### src/rtl/sobel_prod_norm_if.sv
// Stream and multiplier-control signals between sobel_prod_norm and its
// neighbours: operand handshake, multiplier enable/reset/product, and the
// normalized pixel output stream.
interface sobel_prod_norm_if #(
    parameter int DIN_WIDTH  = 24,
    parameter int DOUT_WIDTH = 8
);
    logic                  op_valid;
    logic                  op_ready;
    logic                  mul_ce;
    logic                  mul_reset;
    logic [DIN_WIDTH-1:0]  mul_dout;
    logic                  m_valid;
    logic                  m_ready;
    logic [DOUT_WIDTH-1:0] m_data;
    logic                  m_last;

    // View of the normalization stage itself.
    modport slave (
        input  op_valid, mul_dout, m_ready,
        output op_ready, mul_ce, mul_reset, m_valid, m_data, m_last
    );

    // View of the surrounding environment (operand source, multiplier, sink).
    modport master (
        output op_valid, mul_dout, m_ready,
        input  op_ready, mul_ce, mul_reset, m_valid, m_data, m_last
    );
endinterface

### src/rtl/sobel_prod_norm.sv
// Back end of the Sobel 13x11 multiplier: tracks product validity through the
// multiplier's two register stages, owns its clock enable, rounds/shifts/
// saturates each product to a pixel and buffers pixels in a small FIFO that
// drives a valid/ready stream with an end-of-line flag.
module sobel_prod_norm #(
    parameter int DIN_WIDTH  = 24,
    parameter int SHIFT      = 8,
    parameter int DOUT_WIDTH = 8,
    parameter int LINE_LEN   = 640,
    parameter int FIFO_DEPTH = 4
) (
    input  logic               clk,
    input  logic               reset,
    sobel_prod_norm_if.slave   io
);
    localparam int PTR_W = (FIFO_DEPTH > 1) ? $clog2(FIFO_DEPTH) : 1;
    localparam int CNT_W = $clog2(FIFO_DEPTH + 1);
    localparam int COL_W = (LINE_LEN > 1) ? $clog2(LINE_LEN) : 1;

    localparam logic [DIN_WIDTH:0] ROUND   = (DIN_WIDTH+1)'(1) << (SHIFT - 1);
    localparam logic [DIN_WIDTH:0] MAX_PIX = (DIN_WIDTH+1)'((1 << DOUT_WIDTH) - 1);
    localparam logic [CNT_W-1:0]   FULL_CNT = CNT_W'(FIFO_DEPTH);
    localparam logic [COL_W-1:0]   LAST_COL = COL_W'(LINE_LEN - 1);

    // Round-half-up, shift, and clamp to the pixel range. The sum is kept one
    // bit wider than the product so a near-full-scale product cannot wrap.
    function automatic logic [DOUT_WIDTH-1:0] normalize(input logic [DIN_WIDTH-1:0] p);
        logic [DIN_WIDTH:0] sum;
        logic [DIN_WIDTH:0] r;
        sum = {1'b0, p} + ROUND;
        r   = sum >> SHIFT;
        if (r > MAX_PIX) begin
            return {DOUT_WIDTH{1'b1}};
        end else begin
            return r[DOUT_WIDTH-1:0];
        end
    endfunction

    logic                  v1;
    logic                  v2;
    logic [CNT_W-1:0]      count;
    logic [PTR_W-1:0]      rd_ptr;
    logic [PTR_W-1:0]      wr_ptr;
    logic [COL_W-1:0]      col;
    logic [DOUT_WIDTH-1:0] mem [FIFO_DEPTH];

    logic full;
    logic ce;
    logic wr_en;
    logic rd_en;
    logic valid;

    // The multiplier stalls only when a finished product has nowhere to go;
    // this depends on registered state only, never on m_ready.
    assign full  = (count == FULL_CNT);
    assign ce    = !(v2 && full);
    assign wr_en = v2 && ce;
    assign valid = (count != '0);
    assign rd_en = valid && io.m_ready;

    assign io.mul_ce    = ce;
    assign io.op_ready  = ce;
    assign io.mul_reset = !reset;
    assign io.m_valid   = valid;
    assign io.m_data    = mem[rd_ptr];
    assign io.m_last    = valid && (col == LAST_COL);

    // Validity flags shadow the multiplier's operand and product registers.
    always_ff @(posedge clk or negedge reset) begin
        if (!reset) begin
            v1 <= 1'b0;
            v2 <= 1'b0;
        end else if (ce) begin
            v1 <= io.op_valid;
            v2 <= v1;
        end else begin
            v1 <= v1;
            v2 <= v2;
        end
    end

    // FIFO storage: each valid product is written once, as the multiplier
    // advances past it.
    always_ff @(posedge clk or negedge reset) begin
        if (!reset) begin
            for (int i = 0; i < FIFO_DEPTH; i++) begin
                mem[i] <= '0;
            end
        end else if (wr_en) begin
            mem[wr_ptr] <= normalize(io.mul_dout);
        end
    end

    // FIFO pointers and occupancy; power-of-two depth makes the pointers wrap
    // naturally.
    always_ff @(posedge clk or negedge reset) begin
        if (!reset) begin
            wr_ptr <= '0;
            rd_ptr <= '0;
            count  <= '0;
        end else begin
            if (wr_en) begin
                wr_ptr <= wr_ptr + PTR_W'(1);
            end
            if (rd_en) begin
                rd_ptr <= rd_ptr + PTR_W'(1);
            end
            case ({wr_en, rd_en})
                2'b10:   count <= count + CNT_W'(1);
                2'b01:   count <= count - CNT_W'(1);
                default: count <= count;
            endcase
        end
    end

    // Column position within the current line, advanced per delivered pixel.
    always_ff @(posedge clk or negedge reset) begin
        if (!reset) begin
            col <= '0;
        end else if (rd_en) begin
            if (col == LAST_COL) begin
                col <= '0;
            end else begin
                col <= col + COL_W'(1);
            end
        end
    end
endmodule
### src/flat_wrapper.sv
// flat-port wrapper written by rule: the top's interface ports become plain ports
module sobel_prod_norm_flat 
#(
    parameter int DIN_WIDTH  = 24,
    parameter int SHIFT      = 8,
    parameter int DOUT_WIDTH = 8,
    parameter int LINE_LEN   = 640,
    parameter int FIFO_DEPTH = 4
)
  (clk, reset, io_op_valid, io_mul_dout, io_m_ready, io_op_ready, io_mul_ce, io_mul_reset, io_m_valid, io_m_data, io_m_last);
  sobel_prod_norm_if #(.DIN_WIDTH(DIN_WIDTH), .DOUT_WIDTH(DOUT_WIDTH)) io_i ();
  input  logic clk;
  input  logic reset;
  input wire logic [$bits(io_i.op_valid)-1:0] io_op_valid;
  input wire logic [$bits(io_i.mul_dout)-1:0] io_mul_dout;
  input wire logic [$bits(io_i.m_ready)-1:0] io_m_ready;
  output wire logic [$bits(io_i.op_ready)-1:0] io_op_ready;
  output wire logic [$bits(io_i.mul_ce)-1:0] io_mul_ce;
  output wire logic [$bits(io_i.mul_reset)-1:0] io_mul_reset;
  output wire logic [$bits(io_i.m_valid)-1:0] io_m_valid;
  output wire logic [$bits(io_i.m_data)-1:0] io_m_data;
  output wire logic [$bits(io_i.m_last)-1:0] io_m_last;
  assign io_i.op_valid = io_op_valid;
  assign io_i.mul_dout = io_mul_dout;
  assign io_i.m_ready = io_m_ready;
  assign io_op_ready = io_i.op_ready;
  assign io_mul_ce = io_i.mul_ce;
  assign io_mul_reset = io_i.mul_reset;
  assign io_m_valid = io_i.m_valid;
  assign io_m_data = io_i.m_data;
  assign io_m_last = io_i.m_last;
  sobel_prod_norm #(.DIN_WIDTH(DIN_WIDTH), .SHIFT(SHIFT), .DOUT_WIDTH(DOUT_WIDTH), .LINE_LEN(LINE_LEN), .FIFO_DEPTH(FIFO_DEPTH)) u_core (.clk(clk), .reset(reset), .io(io_i));
endmodule
### config.mk
export PLATFORM = sky130hd
export DESIGN_NAME = sobel_prod_norm_flat
export DESIGN_NICKNAME = d
export VERILOG_FILES = /design/src/rtl/sobel_prod_norm_if.sv /design/src/rtl/sobel_prod_norm.sv /design/src/flat_wrapper.sv
export SDC_FILE = /design/constraint.sdc
export NUM_CORES = 1
export LEC_CHECK = 0
export ABC_CLOCK_PERIOD_IN_PS = 4000
export BUFFER_PORTS_ARGS = -buffer_cell sky130_fd_sc_hd__buf_4
export CAP_MARGIN = 0
export CORE_UTILIZATION = 60
export CTS_BUF_LIST = sky130_fd_sc_hd__clkbuf_8
export CTS_CLUSTER_SIZE = 28
export DETAILED_ROUTE_END_ITERATION = 6
export PLACE_DENSITY = 0.83
export SLEW_MARGIN = 30
export SYNTH_ARGS = -nofsm -noshare
export SYNTH_HDL_FRONTEND = slang
export SYNTH_SLANG_ARGS = --single-unit
### constraint.sdc
create_clock -name clk -period 4 [get_ports clk]
set_input_delay 0.4 -clock clk [delete_from_list [all_inputs] [get_ports clk]]
set_output_delay 0.4 -clock clk [all_outputs]
set_load 0.1 [all_outputs]
==> results.md <==
- Result of the run: complete, no violations
- Total Routed Length: 6466 microns
- Maximum number of pins on one net before global-route repair: 53
- Number of distinct library cell variants in the gate-level netlist after synthesis: 40
- Xor/xnor share of the synthesized area: 6.457%
- Power density normalized to cell area: 497.7 nW/um^2
- Crit path required time: 4.19 ns
- CTS sink count: 51
- Number of enable flip-flop cells after synthesis: 0
- Total number of vias: 2444
- Library cell with the largest summed area after synthesis: sky130_fd_sc_hd__dfrtp_1
- Y dimension of the die: 72.53 microns
- Final layout net count: 375
- Average via count per standard cell: 6.005
- Max Clock Freq: 413.7 MHz
- Crit start category: flop
- Total die area: 5260 sq um
- Top post-synthesis cells by count: 51 x sky130_fd_sc_hd__dfrtp_1, 42 x sky130_fd_sc_hd__nor2_1, 34 x sky130_fd_sc_hd__nand2_1
- Most repeated cell in the gate-level netlist after synthesis: sky130_fd_sc_hd__dfrtp_1
- Mapped Avg Cell Area: 9.384 sq um
- Share of synthesized registers carrying an async set or reset: 100.0%
- Clock-pin slew reported for the worst setup and hold paths after clock tree synthesis: 0.09 ns
- Final Wtd Congestion: 0.7927
- Area of the core: 4755 sq um
- Placed cell count: 399
- Max Clock Skew: 0.005601 ns
- Final hold viol count: 0
- Initial antenna violation count: 0
- Simple-gate portion of the synthesized area: 18.70%
- Pre-Repair DR Iteration Count: 4
- Worst slew pin tran: 0.9625 ns
- R2R cell count: 10
- Number of maximum-capacitance constraint violations: 0
- # H-tree levels: 2
- Final critical-path share of the clock period: 60.43%
- Share of post-route cells with drive strength above 1: 17.35%
- Max Root-Sink Buffers: 2
- # DRC: 0
- Worst hold-check slack: 0.1053 ns
- Worst ir drop on vdd: 0.3953 mV
- CP endpoint kind: flop
- Utilization after layout: 70.32%
- Count of nets left with antenna violations after detail routing: 0
- Crit Path Max Fanout: 7
- Total Negative Setup Slacks: 0 ns
- GRT Total Usage: 27.30%
- Resized cells post-CTS: 0
- Total CTS buffers: 5
- Largest family of logic cells by synthesized area: simple AND/OR/NAND/NOR gates
- Half-perimeter wire length after placement: 4388 microns
- Dominant register cell in the synthesized netlist: sky130_fd_sc_hd__dfrtp_1
- Warning count from the yosys run: 0
- Worst slew margin relative to its limit: 35.68%
- Area of combinational cells with multiple inputs: 1565 sq um
- Static Leakage: 1.248 nW
- PnR worst setup slack: 1.583 ns
- Min Clock Period, post-route: 2.417 ns
- Number of standard cells in the final layout excluding fillers: 407
- Area occupied by registers: 1276 sq um
- Detailed router's first-iteration violation count: 240
- Setup WS pre-CTS: 1.606 ns
- Number of inserted filler cells in the final layout: 393
- Count of antenna diodes in the layout: 0
- Root Driver: sky130_fd_sc_hd__clkbuf_8
- Final setup violation count: 0
- Unrepaired setup endpoints after global routing: no
- Min-delay worst type: primary input to asynchronous set/reset pin
- Cts-stage hold buffer count: 0
- Remaining Overflow, GRT: 0
- Compound-cell area share of the yosys netlist: 15.85%
- Average detailed-routed wire length per instance: 15.89 microns
- Count of pins on the block boundary: 41
- Classification of the worst setup path: flop to flop
- Insertion delay to the later sink of the worst-skew pair: 0.31 ns
- Fraction of post-synthesis cell area in the top cell type by area: 42.77%
- Post-synthesis net count: 354
- Pins Over Slew Limit: 0
- Flip-flop and latch count after synthesis: 51
- Portion of the post-synthesis area used by sequential elements: 42.77%
- Postcts setup bufs: 0
- R2R setup slack: 1.58 ns
- Global-route wire length before repair: 10990 microns
- CTS tree: yes
- Port bufs: 33
- Die width: 72.53 microns
- Starting density of the core: 62.76%
- Gate Count Post-Synth: 318
- Row count: 25
- Portion of netlist area occupied by mux cells: 7.589%
- Arrival @ worst endpoint: 2.61 ns
- Vias in the first global route: 2323
- Cell area after synthesis: 2984 sq um
- Top cells by area, synth: sky130_fd_sc_hd__dfrtp_1 43%, sky130_fd_sc_hd__a31oi_1 6.9%, sky130_fd_sc_hd__mux4_2 6.0%, sky130_fd_sc_hd__nor2_1 5.3%, sky130_fd_sc_hd__nand2_1 4.3%
- Area growth from synthesis to layout: 12.03%
- Adder and majority gate portion of the synthesized area: 3.606%
-- placed cells by master, fill, tap and decap left out, drive strengths merged, types with 2 or more instances in the layout --
cell	Yosys	final
dfrtp	51	51
nor2	42	42
buf	9	35
nand2	34	34
a31oi	33	33
a21oi	20	20
xnor2	13	13
a211oi	12	12
nand3	11	11
inv	9	9
xor2	9	9
mux4	8	8
o21ai	7	7
ha	7	7
nand4	6	6
clkbuf	12	6
nor3	5	5
and4	5	5
and3	4	4
and2	3	3
mux2i	2	2
a41oi	2	2
clkinv	1	2
mux2	2	2
nor4	2	2
-- power by group --
group          internal, mW  switching [mW]
Sequential            0.595           0.120
Combinational         0.209           0.367
Clock                 0.203           0.170
Total                  1.01           0.657
-- logic make-up after synthesis --
logic type / count (synthesis)
muxes: 12
DFF: 51
adders and majority gates: 8
and+or+nand+nor: 117
AOI/OAI and AO/OA: 77
xor gates and xnor gates: 22
buffers and inverters: 31
-- layer usage --
metal | track usage [%] | up-vias | part of all wire, %
li1 | - | 1182 | -
met1 | 37.65 | 1171 | 44
met2 | 45.59 | 85 | 49
met3 | 3.750 | 6 | 5.3
met4 | 7.407 | 0 | 1.1
met5 | 0 | - | 0
-- state kept, by name, indices dropped and copies added (netlist names) --
register / count
u_core.count: 3
u_core.rd_ptr: 2
u_core.col: 10
u_core.mem: 32
u_core.v2: 1
u_core.v1: 1
u_core.wr_ptr: 2
-- worst paths after layout --
path / start / endpoint
worst max-delay path: u_core.count[0] / u_core.count[2]
worst min-delay path: reset / u_core.mem[11]
worst max register to register: u_core.count[0] / u_core.count[2]
worst min register to register: u_core.v1 / u_core.v2
max in group asynchronous: reset / u_core.mem[14]
min in group clk: io_op_valid / u_core.v1
-- layout make-up --
cell class	count	share of cell area (%)
Tap cell	67	2.507
Sequential cell	51	38.17
Timing Repair Buffer	35	7.859
Inverter	10	1.123
Clock inverter	2	1.048
Clock buffer	6	2.470
Multi-Input combinational cell	236	46.82
-- critical path, cell delays in order, from the launching register on --
cell and delay (ns):
sky130_fd_sc_hd__dfrtp_1 0.43, sky130_fd_sc_hd__nor3_1 0.42, sky130_fd_sc_hd__inv_1 0.14, sky130_fd_sc_hd__nand2_1 0.17, sky130_fd_sc_hd__clkinv_1 0.24, sky130_fd_sc_hd__ha_1 0.31, sky130_fd_sc_hd__inv_1 0.08, sky130_fd_sc_hd__fa_1 0.17
sky130_fd_sc_hd__xor2_1 0.15, sky130_fd_sc_hd__nor2_1 0.07, sky130_fd_sc_hd__xor2_1 0.14
-- per-stage QoR --
stage,total power [mW],instance area (sq um)
floorplan,1.146,2984
global placement,1.265,3224
detailed placement,1.301,3226
CTS,1.666,3343
global route,1.762,3343
finish,1.664,3343
(Power assumes the default switching activity.)
